## src/rtl/cu_readback_pkg.sv

```systemverilog
// -----------------------------------------------------------------------------
// cu_readback_pkg
//
// Shared definitions for the memory-B drain side. The default buffer geometry
// is also used by the write-side control unit, so both ends agree on the
// number of words and the address/data widths.
//
// Contents:
//   DEFAULT_DEPTH  - words drained per run
//   DEFAULT_ADDR_W - memory B address width
//   DEFAULT_DATA_W - memory B / output data width
//   state_t        - readback FSM state encoding
// -----------------------------------------------------------------------------
package cu_readback_pkg;

    localparam int DEFAULT_DEPTH  = 8;
    localparam int DEFAULT_ADDR_W = 3;
    localparam int DEFAULT_DATA_W = 8;

    typedef enum logic [2:0] {
        ST_IDLE    = 3'd0,
        ST_FETCH   = 3'd1,
        ST_LATCH   = 3'd2,
        ST_PRESENT = 3'd3,
        ST_DONE    = 3'd4
    } state_t;

endpackage : cu_readback_pkg

```

## src/rtl/cu_readback_rd_addr_counter.sv

```systemverilog
// -----------------------------------------------------------------------------
// rd_addr_counter
//
// Read-address counter for memory B. Synchronous clear has priority over
// increment. The increment wraps modulo 2**ADDR_W; the controller never
// increments past the terminal count, so the wrap is not reachable in use.
//
// Ports:
//   clk   in   system clock
//   rst   in   synchronous active-high reset (count -> 0)
//   clear in   synchronous clear (count -> 0)
//   inc   in   increment enable
//   count out  current address
//   tc    out  terminal count, high when count == DEPTH-1
// -----------------------------------------------------------------------------
module rd_addr_counter #(
    parameter int DEPTH  = 8,
    parameter int ADDR_W = 3
) (
    input  logic              clk,
    input  logic              rst,
    input  logic              clear,
    input  logic              inc,
    output logic [ADDR_W-1:0] count,
    output logic              tc
);

    // NOTE: sequential state uses non-blocking assignments so every register
    // samples its inputs from before the edge, regardless of block ordering.
    always_ff @(posedge clk) begin
        if (rst) begin
            count <= '0;
        end else if (clear) begin
            count <= '0;
        end else if (inc) begin
            count <= count + 1'b1;
        end
    end

    assign tc = (count == ADDR_W'(DEPTH - 1));

endmodule : rd_addr_counter

```

## src/rtl/cu_readback.sv

```systemverilog
// -----------------------------------------------------------------------------
// cu_readback
//
// Drains DEPTH words from memory B, starting at address 0, onto a valid/ready
// stream. Each word takes three states: FETCH drives the read enable, LATCH
// captures the memory data one cycle later, PRESENT holds the word until the
// consumer accepts it. After the last word is accepted, DONE pulses for one
// cycle and the block returns to IDLE.
//
// Ports:
//   clk       in   system clock
//   rst       in   synchronous active-high reset, aborts any run in progress
//   start     in   begin a drain run (only looked at in IDLE)
//   REB       out  memory B read enable (high in FETCH)
//   rd_addr   out  memory B read address
//   dout_b    in   memory B read data, valid the cycle after REB
//   out_data  out  registered output word
//   out_valid out  out_data holds an unconsumed word
//   out_ready in   consumer accepts when out_valid & out_ready
//   busy      out  high in every state except IDLE
//   done      out  one-cycle pulse after the last word is accepted
// -----------------------------------------------------------------------------
module cu_readback
    import cu_readback_pkg::*;
#(
    parameter int DEPTH  = DEFAULT_DEPTH,
    parameter int ADDR_W = DEFAULT_ADDR_W,
    parameter int DATA_W = DEFAULT_DATA_W
) (
    input  logic              clk,
    input  logic              rst,
    input  logic              start,
    output logic              REB,
    output logic [ADDR_W-1:0] rd_addr,
    input  logic [DATA_W-1:0] dout_b,
    output logic [DATA_W-1:0] out_data,
    output logic              out_valid,
    input  logic              out_ready,
    output logic              busy,
    output logic              done
);

    state_t state;
    state_t next_state;

    logic   cnt_clear;
    logic   cnt_inc;
    logic   last_word;
    logic   accept;

    // Consumer handshake completes only while a word is being presented.
    assign accept = (state == ST_PRESENT) && out_ready;

    rd_addr_counter #(
        .DEPTH  (DEPTH),
        .ADDR_W (ADDR_W)
    ) u_rd_addr_counter (
        .clk   (clk),
        .rst   (rst),
        .clear (cnt_clear),
        .inc   (cnt_inc),
        .count (rd_addr),
        .tc    (last_word)
    );

    // Address restarts at 0 both when a run is launched and when it ends;
    // it advances only on acceptance of a word that is not the last one.
    assign cnt_clear = ((state == ST_IDLE) && start) || (state == ST_DONE);
    assign cnt_inc   = accept && !last_word;

    always_ff @(posedge clk) begin
        if (rst) begin
            state <= ST_IDLE;
        end else begin
            state <= next_state;
        end
    end

    // NOTE: next_state gets a default before the case so every path assigns
    // it; a missing branch would otherwise infer a latch.
    always_comb begin
        next_state = state;
        unique case (state)
            ST_IDLE:    if (start) next_state = ST_FETCH;
            ST_FETCH:   next_state = ST_LATCH;
            ST_LATCH:   next_state = ST_PRESENT;
            ST_PRESENT: if (out_ready) next_state = last_word ? ST_DONE : ST_FETCH;
            ST_DONE:    next_state = ST_IDLE;
            default:    next_state = ST_IDLE;
        endcase
    end

    // Output word register. out_data is only reloaded in LATCH, so it stays
    // stable for the whole PRESENT stall regardless of what memory B drives.
    always_ff @(posedge clk) begin
        if (rst) begin
            out_data  <= '0;
            out_valid <= 1'b0;
        end else if (state == ST_LATCH) begin
            out_data  <= dout_b;
            out_valid <= 1'b1;
        end else if (accept) begin
            out_valid <= 1'b0;
        end
    end

    assign REB  = (state == ST_FETCH);
    assign busy = (state != ST_IDLE);
    assign done = (state == ST_DONE);

endmodule : cu_readback

```

## config.mk

```make
export PLATFORM = sky130hd
export DESIGN_NAME = cu_readback
export DESIGN_NICKNAME = d
export VERILOG_FILES = /design/src/rtl/cu_readback_pkg.sv /design/src/rtl/cu_readback_rd_addr_counter.sv /design/src/rtl/cu_readback.sv
export SDC_FILE = /design/constraint.sdc
export NUM_CORES = 1
export LEC_CHECK = 0
export ABC_AREA = 1
export CAP_MARGIN = 20
export CORE_MARGIN = 3
export CORE_UTILIZATION = 40
export DETAILED_ROUTE_END_ITERATION = 8
export PLACE_DENSITY = 0.72
export SKIP_LAST_GASP = 1
export SYNTH_ARGS = -nofsm -noshare
export SYNTH_HDL_FRONTEND = slang
export SYNTH_SLANG_ARGS = --single-unit
```

## constraint.sdc

```tcl
create_clock -name clk -period 1.3 [get_ports clk]
set_input_delay 0.26 -clock clk [delete_from_list [all_inputs] [get_ports clk]]
set_output_delay 0.26 -clock clk [all_outputs]
set_load 0.03 [all_outputs]
```

==> flow_metrics.env <==
export IMPL_insertion_delay_ns=0.28
export IMPL_critPathCaptureType="primary output"
export IMPL_die_height_um=46.6
export IMPL_r2r_start="u_rd_addr_counter.count[0]$_SDFFE_PP0P_"
export IMPL_synthArstFlopShare_pct=0
export IMPL_maxCapViolations=0
export IMPL_yosysTopAreaCell="dfxtp_1"
export IMPL_dp_hpwl_mm=1.24
export IMPL_post_route_util_pct=68.9
export IMPL_rsz0062_at_grt="yes"
export IMPL_synth_cell_types=18
export IMPL_gr_total_overflow=0
export IMPL_nets=145
export IMPL_synth_area_um2=659
export IMPL_dieArea_um2=2170
export IMPL_synth_net_count=105
export IMPL_grt_first_pass_wirelength_mm=2.46
export IMPL_core_area_um2=1520
export IMPL_start_kind="flop"
export IMPL_drc_errors=0
export IMPL_h_tree_depth=1
export IMPL_cts_root_buf="clkbuf_4"
export IMPL_wirelength_mm=1.68
export IMPL_synth_area_per_cell_um2=7.25
export IMPL_rows=14
export IMPL_dp_cells=139
export IMPL_slowest_stage="dfxtp_2"
export IMPL_clkPwrFrac_pct=22.2
export IMPL_synth_ff_type="dfxtp_1"
export IMPL_run_status="complete, but fails checks"
export IMPL_clkSinkCount=15
export IMPL_timing_final_ws_setup_ns=-0.0341
export IMPL_path_class="flop to primary output"
export IMPL_start_util_pct=43.3
export IMPL_pwr_share_seq_pct=44.5
export IMPL_critPathMaxStageDelay_ns=0.34
export IMPL_max_vdd_ir_drop_mv=0.716
export IMPL_vias_per_cell=4.88
export IMPL_violations="negative setup slack"
export IMPL_cp_required_ns=1.04
export IMPL_synth_cells=91
export IMPL_fin_crit_ns=1.33
export IMPL_holdBufCountCts=0
export IMPL_crit_fanout=5
export IMPL_p_leak_uw=0.000498
export IMPL_crit_buf_inv=2
export IMPL_yosys_top_cells_count="nor2_1, dfxtp_1, nand2_1"
export IMPL_crit_top_cell="buf_6"
export IMPL_cts_inserted_buffers=3
export IMPL_io_buffers=26
export IMPL_crit_chain="buf_6, nor3_4, buf_6"
export IMPL_hold_start="out_valid$_SDFFE_PP0P_"
export IMPL_yosysWarnings=0
export IMPL_setup_viol=3
export IMPL_crit_path_start="state[0]$_SDFFE_PP0P_"
export IMPL_area_growth_pct=59.2
export IMPL_hold_class="flop to flop"
export IMPL_wl_per_cell_um=11.5
export IMPL_internal_power_uw=794
export IMPL_path_clk_slew_ns=0.09
export IMPL_power_density_nw_per_um2=1150
export IMPL_crit_family="flip-flops"
export IMPL_ys_seq_area_share_pct=45.5
export IMPL_power_switching_uw=410
export IMPL_comb_power_share_pct=33.3
export IMPL_io_pins=27
export IMPL_max_freq_ghz=0.750
export IMPL_grt_total_usage_pct=16.0
export IMPL_grt_max_degree=9
export IMPL_synth_edf_count=0
export IMPL_synth_top_cell_area_share_pct=45.5
export IMPL_drive_above_1_share_pct=26.2
export IMPL_grt_pass1_vias=629
export IMPL_synthTopCellsByArea="dfxtp_1, nor2_1, o21ai_0, nand2_1, inv_1"
export IMPL_yosysMostFrequentCell="nor2_1"
export IMPL_cts_tree="yes"
export IMPL_min_period_over_period_pct=103
export IMPL_n_antenna_cell=0
export IMPL_fin_cells=146
export IMPL_critPathArrivalTime_ns=1.07
export IMPL_die_w_um=46.6
export IMPL_maxSlewViolCount=0
export IMPL_finalClockSkew_ns=0.00294
export IMPL_vias=713
export IMPL_cts_buffer_depth=2
export IMPL_routabilityCongestion=0.826
export IMPL_worstMarginPinSlew_ns=0.320
export IMPL_ant_nets=0
export IMPL_synth_ff_latch_count=15
export IMPL_drt_first_pass_iters=4
export IMPL_sw_frac_of_total_pct=34.1
export IMPL_finalHoldViolCount=0
export IMPL_antenna_found_initial=0
export IMPL_maxSlewHeadroom_pct=78.8
export IMPL_drt_initial_drc_count=8
==> worst reg2reg max path: stages (launching register included) <==
cell     delay, ns
dfxtp_1       0.34
ha_1          0.20
ha_2          0.19
o21ai_0       0.17
nand2_1       0.07
nand3_1       0.09
nand2_1       0.06
inv_1         0.05
==> final cells by class <==
class,instances,area (µm²)
Fill cell,145,474
Multi-Input combinational cell,62,323
Timing Repair Buffer,36,320
Sequential cell,15,309
Inverter,13,51.3
Clock buffer,4,26.3
Tap cell,16,20.0
==> registers in the layout (all words and copies together), names as in the netlist <==
register / count
state: 3
out_data: 8
u_rd_addr_counter.count: 3
out_valid: 1
==> metal layers <==
layer	wire length (µm)	share of wire (%)	global-route usage, %	vias to the layer above
met4	25	1.5	9.09	0
met2	856	51	26.6	17
met5	0	0	0	-
li1	-	-	-	363
met3	84	5.0	3.52	4
met1	709	42	18.4	329
==> power by group through the flow <==
stage               Combinational [µW]  Sequential [µW]  Clock, µW
detailed placement                 387              543          0
CTS                                376              531        282
floorplan                          145              617          0
finish                             401              536        268
global placement                   380              543          0
global route                       433              542        294
==> final timing paths <==
kind	to	slack, ns	cells after the start
worst min-delay path	out_valid$_SDFFE_PP0P_	0.47	2
worst max register to register	state[0]$_SDFFE_PP0P_	0.08	7
worst min register to register	out_valid$_SDFFE_PP0P_	0.47	2
worst max-delay path	done	-0.03	3
==> cells by family after synthesis <==
group                      synth area share (%)
AOI/OAI and AO/OA                          9.30
adders and majority gates                  3.79
buffers and inverters                      9.11
DFF                                        45.5
and+or+nand+nor                            32.3
==> layout by cell type, fill, tap and decap left out, drive strengths merged, types with 2 or more instances in the layout <==
master	count
o21ai	10
inv	13
clkbuf	7
buf	14
nor2	26
nand4	2
clkdlybuf4s50	11
nor3	2
dfxtp	15
ha	2
nand2	14
nand3	3
clkdlybuf4s15	7
==> per-stage QoR <==
step	setup WS [ns]	hold WS [ns]	power, µW	TNS, ns	cell area [µm²]
6_report	-0.0341	0.473	1200	-0.0609	1050
5_1_grt	-0.0752	0.490	1270	-0.226	1050
4_1_cts	-0.0389	0.478	1190	-0.104	1010
3_5_place_dp	0.0128	0.467	931	0	976
3_3_place_gp	0.0450	0.463	923	0	976
2_1_floorplan	0.0358	0.329	762	0	664
==> timing repair <==
item                                    in CTS  in global routing
endpoints found under the setup margin      14                 16
setup buffers                                1                  2
pin swaps                                    1                  1
gates cloned                                 0                  0
resized for setup                           19                 21
endpoints found under the hold margin        0                  0
Note: power is estimated with default switching activity, not from simulation.
